==> src/rtl/console_char_sender_pkg.sv <==
// Shared types and constants for the console character sender.
package console_char_sender_pkg;

  typedef enum logic [2:0] {
    IDLE,
    WRITE,
    ADVANCE,
    GAP,
    PAD
  } state_t;

  localparam logic [3:0] NL_CODE_DEFAULT = 4'hF;

endpackage

==> src/rtl/console_char_sender_if.sv <==
// CPU data-register side and character-processor side of the console sender.
interface console_char_sender_if #(
  parameter int CHAR_W = 4
);
  logic [CHAR_W-1:0] ddr_wdata;
  logic              ddr_we;
  logic              dsr_ready;
  logic              overflow;
  logic              busy;
  logic [CHAR_W-1:0] new_char;
  logic              text_en;
  logic              btn_pressed;

  modport master (
    output ddr_wdata, ddr_we,
    input  dsr_ready, overflow, busy, new_char, text_en, btn_pressed
  );

  modport slave (
    input  ddr_wdata, ddr_we,
    output dsr_ready, overflow, busy, new_char, text_en, btn_pressed
  );
endinterface

==> src/rtl/console_char_sender_fifo.sv <==
// Synchronous character FIFO with a registered occupancy count; writes to a full
// FIFO and reads from an empty one are ignored.
module console_char_sender_fifo #(
  parameter int CHAR_W = 4,
  parameter int DEPTH  = 16
) (
  input  logic              clk,
  input  logic              rst_n,
  input  logic              push_i,
  input  logic              pop_i,
  input  logic [CHAR_W-1:0] wdata_i,
  output logic [CHAR_W-1:0] rdata_o,
  output logic              full_o,
  output logic              empty_o
);
  localparam int AW = $clog2(DEPTH);
  localparam int CW = AW + 1;

  logic [CHAR_W-1:0] mem_q [DEPTH];
  logic [AW-1:0]     wr_ptr_q, wr_ptr_d;
  logic [AW-1:0]     rd_ptr_q, rd_ptr_d;
  logic [CW-1:0]     count_q, count_d;
  logic              do_push, do_pop;

  // Flags come from the count at the start of the cycle, so a same-cycle pop
  // never makes room for a write to a full FIFO.
  assign full_o  = (count_q == CW'(DEPTH));
  assign empty_o = (count_q == '0);
  assign do_push = push_i && !full_o;
  assign do_pop  = pop_i && !empty_o;
  assign rdata_o = mem_q[rd_ptr_q];

  always_comb begin
    wr_ptr_d = wr_ptr_q;
    rd_ptr_d = rd_ptr_q;
    count_d  = count_q;
    if (do_push) wr_ptr_d = wr_ptr_q + AW'(1);
    if (do_pop)  rd_ptr_d = rd_ptr_q + AW'(1);
    case ({do_push, do_pop})
      2'b10:   count_d = count_q + CW'(1);
      2'b01:   count_d = count_q - CW'(1);
      default: count_d = count_q;
    endcase
  end

  always_ff @(posedge clk) begin
    if (!rst_n) begin
      wr_ptr_q <= '0;
      rd_ptr_q <= '0;
      count_q  <= '0;
    end else begin
      wr_ptr_q <= wr_ptr_d;
      rd_ptr_q <= rd_ptr_d;
      count_q  <= count_d;
    end
  end

  always_ff @(posedge clk) begin
    if (do_push) mem_q[wr_ptr_q] <= wdata_i;
  end

endmodule

==> src/rtl/console_char_sender.sv <==
// Replays CPU-written characters to the character processor as a text write
// followed by a cursor advance; newline codes pad the cursor to end of line.
module console_char_sender
  import console_char_sender_pkg::*;
#(
  parameter int                CHAR_W     = 4,
  parameter int                FIFO_DEPTH = 16,
  parameter int                COLS       = 80,
  parameter int                GAP_CYCLES = 2,
  parameter logic [CHAR_W-1:0] NL_CODE    = CHAR_W'(NL_CODE_DEFAULT)
) (
  input logic                  clk,
  input logic                  rst_n,
  console_char_sender_if.slave bus
);
  localparam int CLW = $clog2(COLS);
  localparam int PW  = $clog2(COLS + 1);
  localparam int GW  = $clog2(GAP_CYCLES + 1);

  state_t            state_q, state_d;
  logic [CLW-1:0]    col_q, col_d;
  logic [PW-1:0]     pad_q, pad_d;
  logic [GW-1:0]     gap_q, gap_d;
  logic [CHAR_W-1:0] new_char_q, new_char_d;
  logic              text_en_q, text_en_d;
  logic              btn_q, btn_d;
  logic              overflow_q, overflow_d;

  logic              fifo_pop;
  logic              fifo_full, fifo_empty;
  logic [CHAR_W-1:0] fifo_rdata;

  function automatic logic [CLW-1:0] next_col(input logic [CLW-1:0] c);
    return (c == CLW'(COLS - 1)) ? '0 : c + CLW'(1);
  endfunction

  console_char_sender_fifo #(
    .CHAR_W (CHAR_W),
    .DEPTH  (FIFO_DEPTH)
  ) u_fifo (
    .clk     (clk),
    .rst_n   (rst_n),
    .push_i  (bus.ddr_we),
    .pop_i   (fifo_pop),
    .wdata_i (bus.ddr_wdata),
    .rdata_o (fifo_rdata),
    .full_o  (fifo_full),
    .empty_o (fifo_empty)
  );

  always_comb begin
    state_d    = state_q;
    col_d      = col_q;
    pad_d      = pad_q;
    gap_d      = gap_q;
    new_char_d = new_char_q;
    fifo_pop   = 1'b0;
    case (state_q)
      IDLE: begin
        if (!fifo_empty) begin
          fifo_pop = 1'b1;
          if (fifo_rdata == NL_CODE) begin
            // Pad from the current column to the end of the line; at col 0 a full blank line.
            pad_d   = PW'(COLS) - PW'(col_q);
            state_d = PAD;
          end else begin
            new_char_d = fifo_rdata;
            state_d    = WRITE;
          end
        end
      end
      WRITE:   state_d = ADVANCE;
      ADVANCE: begin
        col_d   = next_col(col_q);
        gap_d   = GW'(GAP_CYCLES - 1);
        state_d = GAP;
      end
      GAP: begin
        if (gap_q == '0) state_d = (pad_q != '0) ? PAD : IDLE;
        else             gap_d   = gap_q - GW'(1);
      end
      PAD: begin
        pad_d   = pad_q - PW'(1);
        state_d = ADVANCE;
      end
      default: state_d = IDLE;
    endcase

    // Strobes are registered from the next state so they line up with it.
    text_en_d  = (state_d == WRITE);
    btn_d      = (state_d == ADVANCE);
    overflow_d = overflow_q || (bus.ddr_we && fifo_full);
  end

  always_ff @(posedge clk) begin
    if (!rst_n) begin
      state_q    <= IDLE;
      col_q      <= '0;
      pad_q      <= '0;
      gap_q      <= '0;
      new_char_q <= '0;
      text_en_q  <= 1'b0;
      btn_q      <= 1'b0;
      overflow_q <= 1'b0;
    end else begin
      state_q    <= state_d;
      col_q      <= col_d;
      pad_q      <= pad_d;
      gap_q      <= gap_d;
      new_char_q <= new_char_d;
      text_en_q  <= text_en_d;
      btn_q      <= btn_d;
      overflow_q <= overflow_d;
    end
  end

  assign bus.new_char    = new_char_q;
  assign bus.text_en     = text_en_q;
  assign bus.btn_pressed = btn_q;
  assign bus.overflow    = overflow_q;
  assign bus.dsr_ready   = !fifo_full;
  assign bus.busy        = !fifo_empty || (state_q != IDLE);

endmodule
==> src/flat_wrapper.sv <==
// flat-port wrapper written by rule: the top's interface ports become plain ports
module console_char_sender_flat import console_char_sender_pkg::*;
#(
  parameter int                CHAR_W     = 4,
  parameter int                FIFO_DEPTH = 16,
  parameter int                COLS       = 80,
  parameter int                GAP_CYCLES = 2,
  parameter logic [CHAR_W-1:0] NL_CODE    = CHAR_W'(NL_CODE_DEFAULT)
)
  (clk, rst_n, bus_ddr_wdata, bus_ddr_we, bus_dsr_ready, bus_overflow, bus_busy, bus_new_char, bus_text_en, bus_btn_pressed);
  console_char_sender_if #(.CHAR_W(CHAR_W)) bus_i ();
  input logic clk;
  input logic rst_n;
  input wire logic [$bits(bus_i.ddr_wdata)-1:0] bus_ddr_wdata;
  input wire logic [$bits(bus_i.ddr_we)-1:0] bus_ddr_we;
  output wire logic [$bits(bus_i.dsr_ready)-1:0] bus_dsr_ready;
  output wire logic [$bits(bus_i.overflow)-1:0] bus_overflow;
  output wire logic [$bits(bus_i.busy)-1:0] bus_busy;
  output wire logic [$bits(bus_i.new_char)-1:0] bus_new_char;
  output wire logic [$bits(bus_i.text_en)-1:0] bus_text_en;
  output wire logic [$bits(bus_i.btn_pressed)-1:0] bus_btn_pressed;
  assign bus_i.ddr_wdata = bus_ddr_wdata;
  assign bus_i.ddr_we = bus_ddr_we;
  assign bus_dsr_ready = bus_i.dsr_ready;
  assign bus_overflow = bus_i.overflow;
  assign bus_busy = bus_i.busy;
  assign bus_new_char = bus_i.new_char;
  assign bus_text_en = bus_i.text_en;
  assign bus_btn_pressed = bus_i.btn_pressed;
  console_char_sender #(.CHAR_W(CHAR_W), .FIFO_DEPTH(FIFO_DEPTH), .COLS(COLS), .GAP_CYCLES(GAP_CYCLES), .NL_CODE(NL_CODE)) u_core (.clk(clk), .rst_n(rst_n), .bus(bus_i));
endmodule
==> config.mk <==
export PLATFORM = sky130hd
export DESIGN_NAME = console_char_sender_flat
export DESIGN_NICKNAME = d
export VERILOG_FILES = /design/src/rtl/console_char_sender_pkg.sv /design/src/rtl/console_char_sender_if.sv /design/src/rtl/console_char_sender_fifo.sv /design/src/rtl/console_char_sender.sv /design/src/flat_wrapper.sv
export SDC_FILE = /design/constraint.sdc
export NUM_CORES = 1
export LEC_CHECK = 0
export ABC_AREA = 0
export BUFFER_PORTS_ARGS = -buffer_cell sky130_fd_sc_hd__buf_2
export CAP_MARGIN = 10
export CORE_ASPECT_RATIO = 0.5
export CORE_MARGIN = 2
export CORE_UTILIZATION = 61
export CTS_CLUSTER_SIZE = 25
export DETAILED_ROUTE_END_ITERATION = 7
export PLACE_DENSITY_LB_ADDON = 0.15
export RECOVER_POWER = 50
export SKIP_CTS_REPAIR_TIMING = 1
export SYNTH_ARGS = -nofsm -noshare
export SYNTH_HDL_FRONTEND = slang
export SYNTH_SLANG_ARGS = --single-unit
==> constraint.sdc <==
create_clock -name clk -period 3.7 [get_ports clk]
set_clock_uncertainty 0.1 [all_clocks]
set_input_delay 0.185 -clock clk [delete_from_list [all_inputs] [get_ports clk]]
set_output_delay 0.185 -clock clk [all_outputs]
set_load 0.05 [all_outputs]
=== Yosys cells after proc, flatten, opt, wreduce, memory -nomap -nowiden ===
Memory sizes are Yosys's and may differ from the RTL's. A register that Yosys moved wholly into a read port is not among the register bits.
Cells that the tools add are included.

* Bits in registers: 39
* RAM bits: 64
* Input bits: 7
* Output and inout port bits: 9
* Word-level logic and storage cells: 73
* Memories kept: 1

{| class="wikitable"
|+ Memory list
! name !! depth !! bits a word !! rd ports !! clocked after Yosys merged registers in !! wr ports !! line !! RTL
|-
| u_core.u_fifo.mem_q || 16 || 4 || 1 || 1 || 1 || console_char_sender_fifo.sv:19 || <nowiki>logic [CHAR_W-1:0] mem_q [DEPTH];</nowiki>
|}

* Add/sub/neg operators: 8
* Eq/ne operators: 14
* Multiplexer cells: 18
* Bitwise logic cells: 2
* Reduce and logical (&&, ||, !) cells: 19

{| class="wikitable"
|+ Operators with widths
! cell !! count
|-
| two-way mux 7 bit || 3
|-
| case mux 7 bit (2 select lines) || 1
|-
| two-way mux 3 bit || 4
|-
| case mux 3 bit (4 select lines) || 1
|-
| case mux 5 bit (2 select lines) || 1
|-
| == test 3 x 2 -> 1 bit, second input constant || 3
|-
| adder 4 x 1 -> 4 bit, second input constant || 2
|-
| two-way mux 4 bit || 2
|-
| adder 7 x 1 -> 7 bit, second input constant || 1
|-
| == test 7 bit, second input constant || 1
|-
| nonzero test 7 bit || 1
|-
| subtractor 7 x 1 -> 7 bit, second input constant || 1
|-
| subtractor 7 bit, first input constant || 1
|-
| == test 3 x 1 -> 1 bit, second input constant || 2
|-
| AND reduction 3 bit || 2
|-
| nonzero test 2 bit || 3
|-
| adder 5 x 1 -> 5 bit, second input constant || 1
|-
| == test 5 bit, second input constant || 1
|-
| logical NOT 5 bit || 1
|-
| subtractor 5 x 1 -> 5 bit, second input constant || 1
|-
| == test 4 bit, second input constant || 1
|-
| two-way mux 1 bit || 4
|-
| != test 2 bit, second input constant || 2
|-
| case mux 2 bit (2 select lines) || 1
|-
| other kinds (15) || 20
|}

=== Logic depth before layout (Yosys ltp) ===
Gate-level depths: netlist (run 1).

* Word-level depth: 6
* Depth in mapped cells: 13
* Gate-level depth less buffers: 12

=== Hierarchy ===
A second synthesis (run 1) with hierarchy kept.

* Cells, all modules: 373
* Area total of the unflattened synthesis: 4844.6 µm²

{| class="wikitable"
|+ Modules (own cells, without submodules)
! module !! times used !! cells an instance !! area an instance (µm²) !! seq. area each (µm²)
|-
| console_char_sender_fifo || 1 || 215 || 3465.8 || 2262.2
|-
| console_char_sender || 1 || 158 || 1378.8 || 520.5
|}

=== Worst setup path after synthesis (run 1) ===
OpenSTA, ideal clock, no wires.

* Path type: register -> register
* Start point: reg u_core.u_fifo.count_q[0]
* End point: reg u_core.u_fifo.count_q[4]
* Setup time: 0.071 ns
* Arrival time: 2.998 ns
* Data required time: 3.529 ns
* Setup slack: 0.532 ns
* Stages on the path, launching flop included: 13
* Buffers on the path: 1
* Period minus slack after synthesis: 3.168 ns
* Path through: dfxtp_1 nor4_1 nand2_1 and2_1 clkbuf_1 inv_1 ha_1 ha_1 a21o_1 a21oi_1 xor2_1 or3_1 a21oi_1

* Elaborated cells on any way between the ends: 14
* Those cells by class: 2 x add/sub; 3 x eq/ne; 3 x mux; 6 x reduce/logical

{| class="wikitable"
|+ RTL lines
! element !! line !! RTL
|-
| from (decl) || console_char_sender_fifo.sv:22 || <nowiki>logic [CW-1:0] count_q, count_d;</nowiki>
|-
| from (signal assigned) || console_char_sender_fifo.sv:54 || <nowiki>count_q <= count_d;</nowiki>
|-
| == test 5 bit * || console_char_sender_fifo.sv:27 || <nowiki>assign full_o = (count_q == CW'(DEPTH));</nowiki>
|-
| logical NOT 1 bit * || -- ||
|-
| named net bus_dsr_ready || flat_wrapper.sv:16 || <nowiki>output wire logic [$bits(bus_i.dsr_ready)-1:0] bus_dsr_ready;</nowiki>
|-
| logical AND 1 bit * || console_char_sender_fifo.sv:29 || <nowiki>assign do_push = push_i && !full_o;</nowiki>
|-
| == test 2 x 1 -> 1 bit or == test 2 bit (tied branches) || console_char_sender_fifo.sv:39 || <nowiki>case ({do_push, do_pop})</nowiki>
|-
| case mux 5 bit (2 select lines) or nonzero test 2 bit (tied branches) || -- ||
|}

Mark *: on every way through the listed nets, which the timed path passes. The rest lies on a longest branch.
A chain may end at the register's enable or synchronous reset.

=== Final worst setup path (run 1) ===
* Start point: reg u_core.u_fifo.count_q[0]
* End point: reg u_core.u_fifo.count_q[4]

* Word-level cells in the longest chain between the ends: 6
* Elaborated cells on any way between the ends: 14
* Those cells by class: 2 x add/sub; 3 x eq/ne; 3 x mux; 6 x reduce/logical

{| class="wikitable"
|+ Ends and longest elaborated chain
! element !! line !! RTL
|-
| logical NOT 5 bit * || console_char_sender_fifo.sv:28 || <nowiki>assign empty_o = (count_q == '0);</nowiki>
|-
| two-way mux 1 bit || console_char_sender.sv:60 || <nowiki>if (!fifo_empty) begin</nowiki>
|-
| two-way mux 1 bit || console_char_sender.sv:58 || <nowiki>case (state_q)</nowiki>
|-
| logical AND 1 bit * || console_char_sender_fifo.sv:30 || <nowiki>assign do_pop = pop_i && !empty_o;</nowiki>
|-
| named net u_core.u_fifo.do_pop || console_char_sender_fifo.sv:23 || <nowiki>logic do_push, do_pop;</nowiki>
|-
| == test 2 x 1 -> 1 bit or == test 2 bit (tied branches) || console_char_sender_fifo.sv:39 ||
|-
| case mux 5 bit (2 select lines) or nonzero test 2 bit (tied branches) || -- ||
|}

Marked as above.

==> results of run 1 <==
power groups by stage:
| stage | logic [µW] | registers (µW) | clock network, µW |
|---|---|---|---|
| floorplan | 961 | 1600 | 0 |
| global placement | 1280 | 1520 | 0 |
| detailed placement | 1330 | 1530 | 0 |
| CTS | 1340 | 1500 | 919 |
| global route | 1450 | 1530 | 974 |
| finish | 1310 | 1510 | 910 |
layer usage:
layer  wire (µm)  vias up  share of wire  GRT usage
met5           0        -              0          0
met4         121        0          0.013     0.0693
met3         515       14          0.055     0.0610
met2        4460       80           0.48      0.404
met1        4230     1482           0.45      0.314
li1            -     1431              -          -
cells in the mapped netlist, drive strengths merged (5+ instances only):
cell,count
ha,14
inv,15
nor2b,5
clkbuf,10
o21ai,9
nand2b,8
xor2,13
edfxtp,64
a21oi,18
mux2i,7
nand2,22
nor3,8
dfxtp,43
nor2,45
xnor2,12
o211ai,5
and2,5
mux4,12
buf,9
nand4,6
per-stage QoR:
stage               total power (µW)  std cells
floorplan                       2560        383
global placement                2800        491
detailed placement              2850        491
CTS                             3760        507
global route                    3950        507
finish                          3730        507
worst paths after layout:
kind	endpoint	slack [ps]
worst max-delay path	u_core.u_fifo.count_q[4]	520
worst min-delay path	u_core.bus.overflow	10
worst max register to register	u_core.u_fifo.count_q[4]	520
worst min register to register	u_core.gap_q[1]	390
logic make-up after synthesis:
family / count (synthesis)
and+or+nand+nor: 112
adders and majority gates: 15
buffers and inverters: 34
xor gates and xnor gates: 25
muxes: 23
AOI/OAI and AO/OA: 67
DFF: 107
cell type report:
cell class	count	area, µm²	area share
Clock inverter	7	55.1	0.0106
Multi-Input combinational cell	242	1840	0.356
Timing Repair Buffer	19	86.3	0.0167
Clock buffer	9	225	0.0434
Tap cell	108	135	0.0261
Sequential cell	107	2780	0.537
Inverter	15	56.3	0.0109
state kept, by name (all words and copies together) (netlist names), named ones only:
| register | flops |
|---|---|
| u_core.u_fifo.wr_ptr_q | 4 |
| u_core.u_fifo.rd_ptr_q | 4 |
| u_core.bus.btn_pressed | 1 |
| u_core.col_q | 7 |
| u_core.pad_q | 7 |
| u_core.bus.overflow | 1 |
| u_core.u_fifo.count_q | 5 |
| u_core.bus.new_char | 4 |
| u_core.gap_q | 2 |
| u_core.bus.text_en | 1 |
| u_core.state_q | 3 |
| u_core.u_fifo.mem_q | 64 |
critical path, cell delays in order (launching register included):
cell      delay, ps
dfxtp_1         360
nor4_1          460
nor2b_1         270
nand2b_1        150
inv_1           150
ha_1            310
fa_1            430
a21o_1          180
a21oi_1         170
xor2_1           90
or3_1           300
a21oi_1         140
==> summary.md, run 1 <==
| Metric | Value |
|---|---|
| Status | completed |
| Tcrit/Tclk final | 0.860 |
| Final nets | 416 |
| Row Count | 22 |
| Min-Delay Path Depth | 3 |
| DIE HEIGHT | 66.6 µm |
| Top Ports | 16 |
| Initial Util | 0.641 |
| Drt pass-1 iters | 4 |
| Max Root-Sink Buffers | 2 |
| Post-layout util | 0.695 |
| Worst Tran Pin Value | 797 ps |
| CP Launch Point | u_core.u_fifo.count_q[0] |
| RSZ-0062 raised after global routing | no |
| Fin. max-slew vios | 0 |
| Fmax | 314 MHz |
| Sequential-to-total area share from yosys stat | 0.582 |
| Gr usage total | 0.241 |
| Setup_tns | 0 ps |
| GRT overflow | 0 |
| Post-synthesis adder-cell area fraction | 0.0408 |
| Worst slack, placed | 604 ps |
| Initial antenna violation count | 0 |
| Mux cell area share after synthesis | 0.0837 |
| GP Congestion | 0.859 |
| Drt first-iter violations | 318 |
| Area after DPL | 4920 µm² |
| CTS tree | built |
| Commonest non-fill, non-tap cell in the layout | edfxtp_1 |
| Top_reg_cell synth | edfxtp_1 |
| First-pass GRT wire length | 15,200 µm |
| CP Max Fanout | 10 |
| Commonest cells after routing, fill and taps aside | edfxtp_1 (64), nor2_1 (45), dfxtp_1 (43), nand2_1 (22), a21oi_1 (17) |
| Number of synthesized flops with an enable pin | 64 |
| Fillcell total | 521 |
| Via density | 5.93 |
| Max_cap viols | 0 |
| Skew-Pair Late Insertion Delay | 350 ps |
| Net Count, Synth | 405 |
| Fin crit period | 3180 ps |
| Antenna-violating nets left | 0 |
| Switching power share of the total | 0.376 |
| Final hold vios | 0 |
| Pin count of the biggest net entering global routing | 26 |
| Post-synth top area share | 0.402 |
| Hold path startpoint | bus_ddr_we |
| Final hold slack | 13.3 ps |
| Layout area overhead | 8.43% |
| Compound-Gate Fraction of Synth Area | 0.105 |
| Largest family of logic cells by synthesized area | simple AND/OR/NAND/NOR gates |
| Hpwl dp | 6430 µm |
| Crit. End Element | register |
| Slew headroom | 0.468 |
| Largest area contributor in the netlist | edfxtp_1 |
| Yosys reg bits | 107 |
| Number of antenna cells inserted | 0 |
| Min-Delay Path Class | input pin to register |
| CTS H-tree depth | 3 |
| Worst Path Arrival | 3350 ps |
| Final setup fails | 0 |
| Top post-synthesis cells by area | edfxtp_1 (40%), dfxtp_1 (18%), mux4_2 (3.8%), ha_1 (3.7%), nor2_1 (3.5%) |
| Avg Inst Size Synth | 12.5 µm² |
| R2r startpoint | u_core.u_fifo.count_q[0] |
| TritonCTS Sinks | 107 |
| CP startpoint kind | register |
| Setup Crit Path Kind | register to register |
| Clock root cell | clkbuf_16 |
| Reg2reg path depth | 11 |
| Power density over the cells | 719 nW/µm² |
| Peak supply drop | 0.446 mV |
| Vias in the first global route | 2,989 |
| CP required | 3870 ps |
| WL/cell | 18.4 µm |
| P_sw | 1400 µW |
| Final setup margin | 517 ps |
| Final instance area | 5180 µm² |
| Asr flop ratio synth | 0 |
| Synth Instances | 383 |
| Proportion of layout cells with a drive suffix above 1 | 0.0952 |
| Combinational Power Share | 0.352 |
| Cell internal pwr | 2330 µW |
| Mapped Area | 4780 µm² |
| Remaining DRCs | 0 |
| Yosys Warn Count | 0 |
| Drt total wl | 9320 µm |
| Clk slew on worst S/H paths | 70 ps |
| Yosys cell types | 57 |
| Flop pwr share | 0.404 |
| Clock Power Share | 0.244 |
| P_leak | 0.00179 µW |
| DR vias | 3,007 |
| Port buffer count | 15 |
| Synth Area in XOR/XNOR | 0.0458 |
| Die area | 8600 µm² |
| Core area | 7460 µm² |
| Cts bufs inserted | 9 |
| Die width | 129 µm |
| Synth Area in Simple Gates | 0.110 |
No activity file was read; power rests on OpenSTA's default activity.
==> run 2, diff against run 1 <==
PLACE_DENSITY = 0.79   (was default)
PLACE_DENSITY_LB_ADDON = default   (was 0.15)
==> summary.md, run 2 (same netlist as run 1, synthesis figures left out) <==
| Metric | Value |
|---|---|
| Top flop regs | u_core.u_fifo.mem_q (64), u_core.col_q (7), u_core.pad_q (7) (unchanged) |
| CP startpoint kind | register (unchanged) |
| Area after DPL | 4930 µm² (was 4920 µm²) |
| CP Max Fanout | 10 (unchanged) |
| Post-layout util | 0.698 (was 0.695) |
| Skew-Pair Late Insertion Delay | 350 ps (about the same) |
| Min-Delay Path Class | input pin to register (unchanged) |
| Row Count | 22 (unchanged) |
| CTS H-tree depth | 3 (unchanged) |
| Via density | 5.97 (was 5.93) |
| Highest-delay cell along the critical path | nor4_1 (unchanged) |
| Clock root cell | clkbuf_16 (unchanged) |
| Peak supply drop | 0.437 mV (was 0.446 mV) |
| Switching power share of the total | 0.367 (was 0.376) |
| Fmax | 314 MHz (about the same) |
| GP Congestion | 0.981 (was 0.859) |
| Buf/Inv on CP | 1 (unchanged) |
| Clk slew on worst S/H paths | 70 ps (about the same) |
| Drt first-iter violations | 309 (was 318) |
| Final hold vios | 0 (unchanged) |
| Layout area overhead | 8.95% (was 8.43%) |
| Top reg by flops | u_core.u_fifo.mem_q (unchanged) |
| Fin cells | 507 (unchanged) |
| Drt total wl | 9270 µm (was 9320 µm) |
| Max reg flops | 64 (unchanged) |
| Tcrit/Tclk final | 0.862 (was 0.860) |
| Max incr delay on CP | 470 ps (was 460 ps) |
| Commonest non-fill, non-tap cell in the layout | edfxtp_1 (unchanged) |
| CP required | 3870 ps (about the same) |
| Max_cap viols | 0 (unchanged) |
| Crit path max-delay family | simple AND/OR/NAND/NOR gates (unchanged) |
| Final nets | 417 (was 416) |
| CTS tree | built (unchanged) |
| RSZ-0062 raised after global routing | no (unchanged) |
| Final instance area | 5210 µm² (was 5180 µm²) |
| Max Root-Sink Buffers | 2 (unchanged) |
| Fillcell total | 502 (was 521) |
| TritonCTS Sinks | 107 (unchanged) |
| R2R setup slack | 510 ps (was 520 ps) |
| First-pass GRT wire length | 14,900 µm (was 15,200 µm) |
| Die area | 8600 µm² (unchanged) |
| Worst Path Arrival | 3350 ps (about the same) |
| CP Cell Sequence | nor4_1 -> nor2b_1 -> nand2b_1 -> inv_1 -> ha_1 -> fa_1 -> a21o_1 -> a21oi_1 -> xor2_1 -> or3_1 -> a21oi_1 (unchanged) |
| Crit. End Element | register (unchanged) |
| Proportion of layout cells with a drive suffix above 1 | 0.0977 (was 0.0952) |
| P_leak | 0.00180 µW (was 0.00179 µW) |
| Final setup fails | 0 (unchanged) |
| DIE HEIGHT | 66.6 µm (unchanged) |
| Power density over the cells | 727 nW/µm² (was 719 nW/µm²) |
| Placed insts | 492 (was 491) |
| Commonest cells after routing, fill and taps aside | edfxtp_1 (64), nor2_1 (45), dfxtp_1 (43), nand2_1 (22), a21oi_1 (17) (unchanged) |
| Vias in the first global route | 2,910 (was 2,989) |
| Gr usage total | 0.238 (was 0.241) |
| Die width | 129 µm (unchanged) |
| Hpwl dp | 6430 µm (about the same) |
| Top Ports | 16 (unchanged) |
| WL/cell | 18.3 µm (was 18.4 µm) |
| Drt pass-1 iters | 5 (was 4) |
| Top cell by count, worst path | a21oi_1 (unchanged) |
| Initial antenna violation count | 0 (unchanged) |
| Status | completed (unchanged) |
| Port buffer count | 15 (unchanged) |
| Setup_tns | 0 ps (unchanged) |
| Setup Crit Path Kind | register to register (unchanged) |
| Combinational Power Share | 0.342 (was 0.352) |
| P_sw | 1390 µW (was 1400 µW) |
| Fin crit period | 3190 ps (was 3180 ps) |
| Number of antenna cells inserted | 0 (unchanged) |
| Slew headroom | 0.441 (was 0.468) |
| Cts bufs inserted | 9 (unchanged) |
| Pin count of the biggest net entering global routing | 26 (unchanged) |
| DR vias | 3,026 (was 3,007) |
| Fin. max-slew vios | 0 (unchanged) |
| Remaining DRCs | 0 (unchanged) |
| Antenna-violating nets left | 0 (unchanged) |
| Core area | 7460 µm² (unchanged) |
| GRT overflow | 0 (unchanged) |
| Cell internal pwr | 2390 µW (was 2330 µW) |
| Worst Tran Pin Value | 837 ps (was 797 ps) |
| Initial Util | 0.641 (unchanged) |
| Flop pwr share | 0.405 (was 0.404) |
| Clock Power Share | 0.253 (was 0.244) |
[run 2: changes by cell type in the layout (fill, tap and decap cells not counted), sizes merged]
cell | previous run | this run
inv | 19 | 18
clkinv | 3 | 2
bufinv | 0 | 1
buf | 6 | 7
[run 2: path summary, 6_finish.rpt]
path / start / endpoint / depth (start not counted)
setup / recovery: u_core.u_fifo.count_q[0] / u_core.u_fifo.count_q[4] / 11
hold / removal: bus_ddr_we / u_core.bus.overflow / 3
setup reg to reg: u_core.u_fifo.count_q[0] / u_core.u_fifo.count_q[4] / 11
hold reg to reg: u_core.bus.overflow / u_core.bus.overflow / 2
[run 2: area by class of cell]
cell class | count | area [µm²] | area share
sequential | 107 | 2780 | 0.534
clock inverter | 6 | 72.6 | 0.0139
multi-input combinational | 242 | 1840 | 0.354
tap | 108 | 135 | 0.0259
timing repair buffer | 20 | 93.8 | 0.0180
inverter | 15 | 56.3 | 0.0108
clock buffer | 9 | 225 | 0.0432
[run 2: metal layers]
| metal | GRT usage | up-vias | routed length [µm] |
|---|---|---|---|
| li1 | - | 1434 | - |
| met1 | 0.314 | 1465 | 4170 |
| met2 | 0.386 | 113 | 4370 |
| met3 | 0.0747 | 14 | 634 |
| met4 | 0.0611 | 0 | 97 |
| met5 | 0 | - | 0 |
[run 2: stage by stage]
step / power [µW] / hold slack [ps] / worst slack [ps]
final: 3780 / 4.75 / 512
after global routing: 3990 / 74.4 / 197
after CTS: 3810 / -4.03 / 578
after detailed placement: 2850 / 367 / 621
after global placement: 2800 / 357 / 733
after floorplan: 2560 / 184 / 532
[run 2: worst min-delay path: cells and delay by family]
family / cells / cell delay, ps
simple gates: 1 / 70
buf+inv: 1 / 90
compound gates: 1 / 70
[run 2: power by group through the flow]
stage	registers [µW]	logic (µW)	clock network (µW)
6_report	1530	1300	957
5_1_grt	1550	1420	1020
3_5_place_dp	1560	1300	0
3_3_place_gp	1540	1250	0
2_1_floorplan	1600	961	0
4_1_cts	1530	1310	971
==> run 3, diff against run 2 <==
CORE_UTILIZATION = 40   (was 61)
PLACE_DENSITY = default   (was 0.79)
==> summary.md, run 3 (same netlist as run 1, synthesis figures left out) <==
| Metric | Value |
|---|---|
| Final instance area | 5260 µm² (was 5210 µm²) |
| Fin. max-slew vios | 0 (unchanged) |
| Clk slew on worst S/H paths | 80 ps (was 70 ps) |
| Slew headroom | 0.413 (was 0.441) |
| Crit. End Element | register (unchanged) |
| Peak supply drop | 0.276 mV (was 0.437 mV) |
| Row Count | 28 (was 22) |
| Die width | 159 µm (was 129 µm) |
| Min-Delay Path Class | input pin to register (unchanged) |
| CP Launch Point | u_core.u_fifo.count_q[0] (unchanged) |
| DR vias | 2,867 (was 3,026) |
| Reg2Reg Capture Point | u_core.u_fifo.count_q[4] (unchanged) |
| Clock root cell | clkbuf_16 (unchanged) |
| CP startpoint kind | register (unchanged) |
| Max reg flops | 64 (unchanged) |
| Fillcell total | 1,089 (was 502) |
| Hold endpoint | u_core.bus.overflow (unchanged) |
| Via density | 5.09 (was 5.97) |
| Vias in the first global route | 2,749 (was 2,910) |
| GP Congestion | 0.784 (was 0.981) |
| R2r startpoint | u_core.u_fifo.count_q[0] (unchanged) |
| Antenna-violating nets left | 0 (unchanged) |
| Gr usage total | 0.155 (was 0.238) |
| Tcrit/Tclk final | 0.889 (was 0.862) |
| Initial antenna violation count | 0 (unchanged) |
| Pin count of the biggest net entering global routing | 26 (unchanged) |
| Proportion of layout cells with a drive suffix above 1 | 0.0955 (was 0.0977) |
| Final hold slack | -3.55 ps (was 4.75 ps) |
| Drt first-iter violations | 157 (was 309) |
| Worst Tran Pin Value | 879 ps (was 837 ps) |
| GRT overflow | 0 (unchanged) |
| Fin crit period | 3290 ps (was 3190 ps) |
| CTS H-tree depth | 3 (unchanged) |
| Final nets | 415 (was 417) |
| Status | finished, violations left (was completed) |
| Final setup fails | 0 (unchanged) |
| Number of antenna cells inserted | 0 (unchanged) |
| Fmax | 304 MHz (was 314 MHz) |
| Failing checks | hold timing |
| Port buffer count | 15 (unchanged) |
| CP required | 3870 ps (about the same) |
| Worst Path Arrival | 3450 ps (was 3350 ps) |
| Drt pass-1 iters | 4 (was 5) |
| Commonest cells after routing, fill and taps aside | edfxtp_1 (64), nor2_1 (45), dfxtp_1 (43), nand2_1 (22), a21oi_1 (17) (unchanged) |
| Min-Delay Path Depth | 3 (unchanged) |
| Setup Crit Path Kind | register to register (unchanged) |
| Top flop regs | u_core.u_fifo.mem_q (64), u_core.col_q (7), u_core.pad_q (7) (unchanged) |
| Hold path startpoint | bus_ddr_we (unchanged) |
| WL/cell | 16.3 µm (was 18.3 µm) |
| Drt total wl | 9160 µm (was 9270 µm) |
| Remaining DRCs | 0 (unchanged) |
| RSZ-0062 raised after global routing | no (unchanged) |
| Core area | 11,700 µm² (was 7460 µm²) |
| Die area | 12,900 µm² (was 8600 µm²) |
| Commonest non-fill, non-tap cell in the layout | edfxtp_1 (unchanged) |
| DIE HEIGHT | 81.3 µm (was 66.6 µm) |
| Top Ports | 16 (unchanged) |
| Area after DPL | 4990 µm² (was 4930 µm²) |
| R2R setup slack | 410 ps (was 510 ps) |
| Cts bufs inserted | 9 (unchanged) |
| CTS tree | built (unchanged) |
| Reg2reg path depth | 11 (unchanged) |
| First-pass GRT wire length | 14,800 µm (was 14,900 µm) |
| Power density over the cells | 710 nW/µm² (was 727 nW/µm²) |
| Max_cap viols | 0 (unchanged) |
| P_leak | 0.00179 µW (was 0.00180 µW) |
| Top reg by flops | u_core.u_fifo.mem_q (unchanged) |
| Final hold vios | 1 (was 0) |
| Skew-Pair Late Insertion Delay | 350 ps (about the same) |
| Hpwl dp | 6370 µm (was 6430 µm) |
| Initial Util | 0.407 (was 0.641) |
| Max Root-Sink Buffers | 2 (unchanged) |
| CP Max Fanout | 10 (unchanged) |
| Layout area overhead | 10.0% (was 8.95%) |
| TritonCTS Sinks | 107 (unchanged) |
| Setup_tns | 0 ps (unchanged) |
==> run 3: cell type report <==
| cell class | count | area [µm²] | area share |
|---|---|---|---|
| multi-input cells | 242 | 1840 | 0.350 |
| clock inverters | 7 | 63.8 | 0.0121 |
| repair buffers | 18 | 82.6 | 0.0157 |
| clock buffers | 9 | 225 | 0.0428 |
| flip-flops and latches | 107 | 2780 | 0.529 |
| well taps | 165 | 206 | 0.0392 |
| inverters | 15 | 56.3 | 0.0107 |
==> run 3: worst max-delay path, cell delays in order (launching register included) <==
cell	delay, ps
dfxtp_1	360
nor4_1	530
nor2b_1	270
nand2b_1	150
inv_1	160
ha_1	320
fa_1	420
a21o_1	180
a21oi_1	160
xor2_1	90
or3_1	310
a21oi_1	160
==> run 3: per-stage QoR <==
stage | hold slack [ps] | utilization | std cells | total power [µW] | setup WS [ps]
CTS | -7.52 | 0.449 | 563 | 3780 | 485
detailed placement | 349 | 0.425 | 547 | 2840 | 515
finish | -3.55 | 0.448 | 563 | 3740 | 412
global placement | 348 | 0.425 | 547 | 2830 | 613
global route | 43.6 | 0.448 | 563 | 3960 | 136
floorplan | 184 | - | 383 | 2560 | 532
==> run 3: power by group <==
| part | switching, µW | leakage [µW] | internal [µW] | total, µW |
|---|---|---|---|---|
| registers | 96.3 | 0.000928 | 1390 | 1490 |
| clock network | 457 | 0.000144 | 475 | 932 |
| logic | 846 | 0.000718 | 473 | 1320 |
| total | 1400 | 0.00179 | 2340 | 3740 |
==> run 3: worst max-delay path by stage <==
stage / endpoint / slack, ps / cells after the start
6_report: u_core.u_fifo.count_q[4] / 410 / 11
2_1_floorplan: u_core.u_fifo.count_q[4] / 530 / 12
3_3_place_gp: u_core.u_fifo.count_q[4] / 610 / 11
3_5_place_dp: u_core.u_fifo.count_q[4] / 510 / 11
5_1_grt: u_core.u_fifo.count_q[4] / 140 / 11
4_1_cts: u_core.u_fifo.count_q[4] / 490 / 11
==> run 3: metal layers <==
layer / wire, µm / global-route usage
met5: 0 / 0
met4: 38 / 0.0505
met3: 278 / 0.0400
met2: 4310 / 0.239
met1: 4530 / 0.215
